<file path="config.mk">
export PLATFORM = sky130hd
export DESIGN_NAME = dequantizer_stream
export DESIGN_NICKNAME = d
export VERILOG_FILES = /design/src/rtl/dequant_pkg.sv /design/src/rtl/dequant_pipe.sv /design/src/rtl/dequantizer_stream.sv
export SDC_FILE = /design/constraint.sdc
export NUM_CORES = 1
export LEC_CHECK = 0
export BUFFER_PORTS_ARGS = -buffer_cell sky130_fd_sc_hd__buf_2
export CELL_PAD_IN_SITES_DETAIL_PLACEMENT = 0
export CELL_PAD_IN_SITES_GLOBAL_PLACEMENT = 2
export CORE_MARGIN = 2
export CORE_UTILIZATION = 35
export CTS_BUF_LIST = sky130_fd_sc_hd__clkbuf_8 sky130_fd_sc_hd__clkbuf_16
export DETAILED_ROUTE_END_ITERATION = 10
export GPL_ROUTABILITY_DRIVEN = 0
export PLACE_DENSITY_LB_ADDON = 0.1
export RECOVER_POWER = 25
export SYNTH_ARGS = -nofsm -noshare
export SYNTH_HDL_FRONTEND = slang
export SYNTH_HIERARCHICAL = 1
export SYNTH_SLANG_ARGS = --single-unit
export TNS_END_PERCENT = 10
</file>
<file path="constraint.sdc">
create_clock -name clk -period 4.7 [get_ports clk]
set_clock_uncertainty 0.1 [all_clocks]
set_input_delay 0.94 -clock clk [delete_from_list [all_inputs] [get_ports clk]]
set_output_delay 0.94 -clock clk [all_outputs]
set_load 0.02 [all_outputs]
</file>
<file path="src/rtl/dequant_pkg.sv">
// Shared types and constants for the int8 -> int32 dequantizer.
// Imported by the pipeline datapath and the job-control top.
package dequant_pkg;

  localparam int PROD_WIDTH = 8 + 32 + 1;
  localparam int ROUND_CONST = 1 << (16 - 1);

  typedef enum logic [1:0] {
    IDLE  = 2'd0,
    RUN   = 2'd1,
    DRAIN = 2'd2,
    DONE  = 2'd3
  } state_t;

endpackage

</file>
<file path="src/rtl/dequant_pipe.sv">
// Two-stage multiply / round datapath with valid-ready flow control.
// Each stage carries its own valid bit and the last tag travels with data.
module dequant_pipe
  import dequant_pkg::*;
#(
  parameter int DATA_WIDTH  = 8,
  parameter int ACC_WIDTH   = 32,
  parameter int SCALE_WIDTH = 32,
  parameter int SCALE_FRAC  = 16
) (
  input  logic                        clk,
  input  logic                        rst,
  input  logic [SCALE_WIDTH-1:0]      scale,
  input  logic                        in_valid,
  output logic                        in_ready,
  input  logic [DATA_WIDTH-1:0]       in_data,
  input  logic                        in_last,
  output logic                        out_valid,
  input  logic                        out_ready,
  output logic signed [ACC_WIDTH-1:0] out_data,
  output logic                        out_last
);

  localparam int PW = DATA_WIDTH + SCALE_WIDTH + 1;
  localparam logic signed [PW-1:0] RND =
    {{(PW-1){1'b0}}, 1'b1} << (SCALE_FRAC - 1);

  logic                        s1_valid;
  logic                        s1_last;
  logic signed [PW-1:0]        s1_prod;
  logic                        s2_valid;
  logic                        s2_last;
  logic signed [ACC_WIDTH-1:0] s2_data;
  logic                        s1_adv;
  logic                        s2_adv;
  logic signed [PW-1:0]        op_a;
  logic signed [PW-1:0]        op_b;
  logic signed [PW-1:0]        prod;

  assign s2_adv   = !s2_valid || out_ready;
  assign s1_adv   = !s1_valid || s2_adv;
  assign in_ready = s1_adv;

  // scale is unsigned, so it enters the signed product zero-extended
  assign op_a = {{(PW-DATA_WIDTH){in_data[DATA_WIDTH-1]}}, in_data};
  assign op_b = {{(PW-SCALE_WIDTH){1'b0}}, scale};
  assign prod = op_a * op_b;

  always_ff @(posedge clk or posedge rst) begin
    if (rst) begin
      s1_valid <= 1'b0;
      s1_last  <= 1'b0;
      s1_prod  <= '0;
    end else if (s1_adv) begin
      s1_valid <= in_valid;
      if (in_valid) begin
        s1_prod <= prod;
        s1_last <= in_last;
      end
    end
  end

  always_ff @(posedge clk or posedge rst) begin
    if (rst) begin
      s2_valid <= 1'b0;
      s2_last  <= 1'b0;
      s2_data  <= '0;
    end else if (s2_adv) begin
      s2_valid <= s1_valid;
      if (s1_valid) begin
        s2_data <= ACC_WIDTH'((s1_prod + RND) >>> SCALE_FRAC);
        s2_last <= s1_last;
      end
    end
  end

  assign out_valid = s2_valid;
  assign out_data  = s2_data;
  assign out_last  = s2_valid && s2_last;

endmodule

</file>
<file path="src/rtl/dequantizer_stream.sv">
// Streaming int8 -> int32 dequantizer job engine.
// Owns the job FSM, element counter and start/done handshake.
module dequantizer_stream
  import dequant_pkg::*;
#(
  parameter int DATA_WIDTH  = 8,
  parameter int ACC_WIDTH   = 32,
  parameter int SCALE_WIDTH = 32,
  parameter int SCALE_FRAC  = 16,
  parameter int MAX_LEN     = 128,
  parameter int LEN_WIDTH   = $clog2(MAX_LEN + 1)
) (
  input  logic                        clk,
  input  logic                        rst,
  input  logic                        start,
  input  logic [SCALE_WIDTH-1:0]      scale,
  input  logic [LEN_WIDTH-1:0]        length,
  output logic                        busy,
  input  logic                        in_valid,
  output logic                        in_ready,
  input  logic [DATA_WIDTH-1:0]       in_data,
  output logic                        out_valid,
  input  logic                        out_ready,
  output logic signed [ACC_WIDTH-1:0] out_data,
  output logic                        out_last,
  output logic                        done
);

  state_t                 state;
  state_t                 state_nxt;
  logic [SCALE_WIDTH-1:0] scale_q;
  logic [LEN_WIDTH-1:0]   length_q;
  logic [LEN_WIDTH-1:0]   accept_cnt;
  logic                   pipe_ready;
  logic                   take;
  logic                   in_fire;
  logic                   in_last;
  logic                   last_fire;

  assign take      = (state == RUN) && (accept_cnt < length_q) && pipe_ready;
  assign in_ready  = take;
  assign in_fire   = in_valid && take;
  assign in_last   = (accept_cnt + LEN_WIDTH'(1)) == length_q;
  assign last_fire = out_valid && out_ready && out_last;

  always_comb begin
    state_nxt = state;
    unique case (state)
      IDLE:    if (start) state_nxt = (length == '0) ? DONE : RUN;
      RUN:     if (in_fire && in_last) state_nxt = DRAIN;
      DRAIN:   if (last_fire) state_nxt = DONE;
      DONE:    state_nxt = IDLE;
      default: state_nxt = IDLE;
    endcase
  end

  always_ff @(posedge clk or posedge rst) begin
    if (rst) begin
      state      <= IDLE;
      scale_q    <= '0;
      length_q   <= '0;
      accept_cnt <= '0;
    end else begin
      state <= state_nxt;
      if (state == IDLE && start) begin
        scale_q    <= scale;
        length_q   <= length;
        accept_cnt <= '0;
      end else if (in_fire) begin
        accept_cnt <= accept_cnt + LEN_WIDTH'(1);
      end
    end
  end

  assign busy = (state != IDLE);
  assign done = (state == DONE);

  dequant_pipe #(
    .DATA_WIDTH  (DATA_WIDTH),
    .ACC_WIDTH   (ACC_WIDTH),
    .SCALE_WIDTH (SCALE_WIDTH),
    .SCALE_FRAC  (SCALE_FRAC)
  ) u_pipe (
    .clk       (clk),
    .rst       (rst),
    .scale     (scale_q),
    .in_valid  (in_fire),
    .in_ready  (pipe_ready),
    .in_data   (in_data),
    .in_last   (in_last),
    .out_valid (out_valid),
    .out_ready (out_ready),
    .out_data  (out_data),
    .out_last  (out_last)
  );

endmodule

</file>
==> impl_metrics.toml <==
[finish]
fin_util = 0.452
drive_above_1_share = 0.301
multi_input_area_um2 = 10200
nNetsFinal = 2023
diodes = 0
nFillCells = 3757
seq_area_um2 = 2630
final_common_cell = "inv_1"
area_delta_synth_final_pct = 27.1
final_cell_mix = "238 x inv_1, 177 x and2_1, 172 x buf_4, 171 x fa_1, 112 x nand2_1"

[setup_path]
arrival_ns = 5.31
end_kind = "flop"
ff2ff_path_depth = 17
crit_required_ns = 4.86
criticalPathCategory = "input port to flop"
regToRegStartpoint = "scale_q[6]"
startpoint_type = "input port"
regToRegEndpoint = "u_pipe/s1_prod[36]"
path_max_fanout = 5
r2r_slack_ns = -0.35

[hold_path]
hp-class = "flop to flop"
hold_depth = 2
hold_start = "u_pipe/out_data[2]"
min_to = "u_pipe/out_data[2]"

[drt]
dr.pass1.iters = 4
vias = 10193
drtIter0Drc = 249
postRouteWirelength_mm = 35.2
vias_per_cell = 4.63
antenna_left = 0
wire_per_inst_um = 16.0
drc = 0

[clocking]
clk_pin_slew_ns = 0.08
clkLatencyLatePin_ns = 0.40
cts_sinks = 105
cts_hold_buf = 0
clockBufferDepth = 2
cts_buffers = 9
root_buffer = "clkbuf_16"
htree_levels = 3
cts_tree = "done"

[die]
io_pins = 90
fp.dieArea_um2 = 40000
row_count = 71
core-area_um2 = 37800
die_width_um = 200
die_y_um = 200
initial_core_util = 0.356

[global_route]
grtUsageTotal = 0.193
grt_use_met2 = 0.325
grt_pass1_vias = 11060
grt_pass1_wl_mm = 58.8
use_met3 = 0.0304
grt_max_degree = 52
gr-max-usage-layer = "met2"
grt_util_met1 = 0.262
grt-ovfl-total = 0
antenna_found_initial = 1

[run_status]
status = "complete, but fails checks"
violations = "max-capacitance violations, max-slew violations, negative setup slack"

[synthesis]
synth_top_area_cell = "fa_1"
synth_cell_types = 65
synth_top_cell_area_share = 0.267
ys.flop_type = "dfrtp_1"
synthArstFlopShare = 1.00
synth_area_leaders = "fa_1 27%, dfrtp_1 20%, ha_1 9.7%, and2_1 9.2%, inv_1 7.2%"
synth_cells = 1444
synth-edff-count = 0
yosysWarnings = 6
yosysSeqAreaShare = 0.196
synth_seq_cells = 105
syn_area_per_cell_um2 = 9.30
syn_area_um2 = 13400
syn_nets = 1780

[timing]
period_minus_slack_ns = 5.16
slew_headroom = -0.357
fin_setup_tns_ns = -8.05
fmax_mhz = 194
rsz0062_at_grt = "true"
max_slew.worst_pin.slew_ns = 2.04
hold_violations = 0
slew_violations = 38
setup_ws_ns = -0.455
period_share = 1.10
setup_viol = 26

[job]
maxCapViolCount = 1

[place]
port_buffers = 89
hpwl_mm = 27.9
place_worst_setup_slack_ns = -1.21
-- area by class of cell --
class / count / share of cell area
multi-input cells: 1024 / 0.599
flip-flops and latches: 105 / 0.154
repair buffers: 288 / 0.134
inverters: 258 / 0.0574
well taps: 511 / 0.0374
clock buffers: 10 / 0.0140
clock inverters: 6 / 0.00293
repair inverters: 1 / 0.000952
-- critical path: stages --
cell and delay [ns]:
buf_12 0.12, buf_12 0.14, buf_6 0.11, buf_6 0.11, and2_4 0.13, fa_1 0.46
fa_1 0.52, fa_1 0.56, inv_2 0.04, fa_1 0.51, inv_2 0.05, ha_4 0.30
buf_6 0.12, nand3_4 0.06, nor4_4 0.32, a31oi_4 0.16, buf_6 0.14, and2_4 0.14
o21ai_2 0.15, xnor2_1 0.14, o21ai_1 0.07
-- state kept, by name, indices dropped and copies added, names as in the netlist --
name,count
length_q,8
u_pipe/s2_last,1
scale_q,32
state,2
u_pipe/s1_valid,1
u_pipe/out_data,25
accept_cnt,8
u_pipe/s1_prod,26
u_pipe/s1_last,1
u_pipe/out_valid,1
-- layer usage --
metal  vias to the layer above  part of all wire
met1                      5077              0.48
met3                        18             0.025
li1                       5000                 -
met4                         0             0.012
met2                        98              0.48
met5                         -                 0
-- worst max path at each step --
stage                               endpoint  slack (ns)  cells after the start  startpoint
after CTS                 u_pipe/s1_prod[40]       -0.43                     19  in_data[4]
final                     u_pipe/s1_prod[29]       -0.46                     21  in_data[2]
after floorplan           u_pipe/s1_prod[35]       -0.48                     19  in_data[2]
after global routing      u_pipe/s1_prod[29]       -0.62                     21  in_data[2]
after global placement    u_pipe/s1_prod[37]       -1.15                     20  in_data[7]
after detailed placement  u_pipe/s1_prod[35]       -1.21                     18  in_data[6]
-- cells by family (layout without fill, tap and decap cells) --
| logic type | count (synthesis) | in the layout | share of synthesized area |
|---|---|---|---|
| AO/OA/AOI/OAI | 170 | 170 | 0.0834 |
| XOR/XNOR | 66 | 66 | 0.0430 |
| adder cells (fa/ha/maj) | 283 | 283 | 0.364 |
| buffers and inverters | 315 | 563 | 0.0942 |
| flip-flops | 105 | 105 | 0.196 |
| multiplexers | 42 | 42 | 0.0347 |
| AND/OR/NAND/NOR | 463 | 463 | 0.185 |
-- through the flow --
step | hold WS [ns] | std cells | instance area, um2
finish | 0.375 | 2203 | 17100
global route | 0.409 | 2203 | 17100
CTS | 0.384 | 2199 | 16900
detailed placement | 0.366 | 2167 | 16000
global placement | 0.362 | 2167 | 16000
floorplan | 0.357 | 1444 | 13800
-- Yosys cell counts, drive strengths merged, types with 2 or more instances --
master       number
a211o             3
a211oi            2
a21o             20
a21oi            40
a31oi            13
a41oi             3
and2            199
and3             11
and4              3
buf              18
clkbuf           37
dfrtp           105
dlygate4sd1       2
fa              179
ha              104
inv             257
mux2             37
mux2i             5
nand2           121
nand2b            9
nand3            20
nand4            15
nand4b            3
nor2             57
nor2b             3
nor3              8
nor3b             3
nor4              6
o211ai            2
o21ai            73
o21bai            3
o31ai             2
xnor2            34
xor2             32
-- timing repair --
action	in CTS	in global routing
setup endpoints to repair	26	26
buffers inserted	12	5
gates cloned	5	0
resized for setup	100	53
pin swaps	122	79
Power is not shown: default switching activity piles up to over one toggle a cycle in this logic, so the estimate is an artifact.
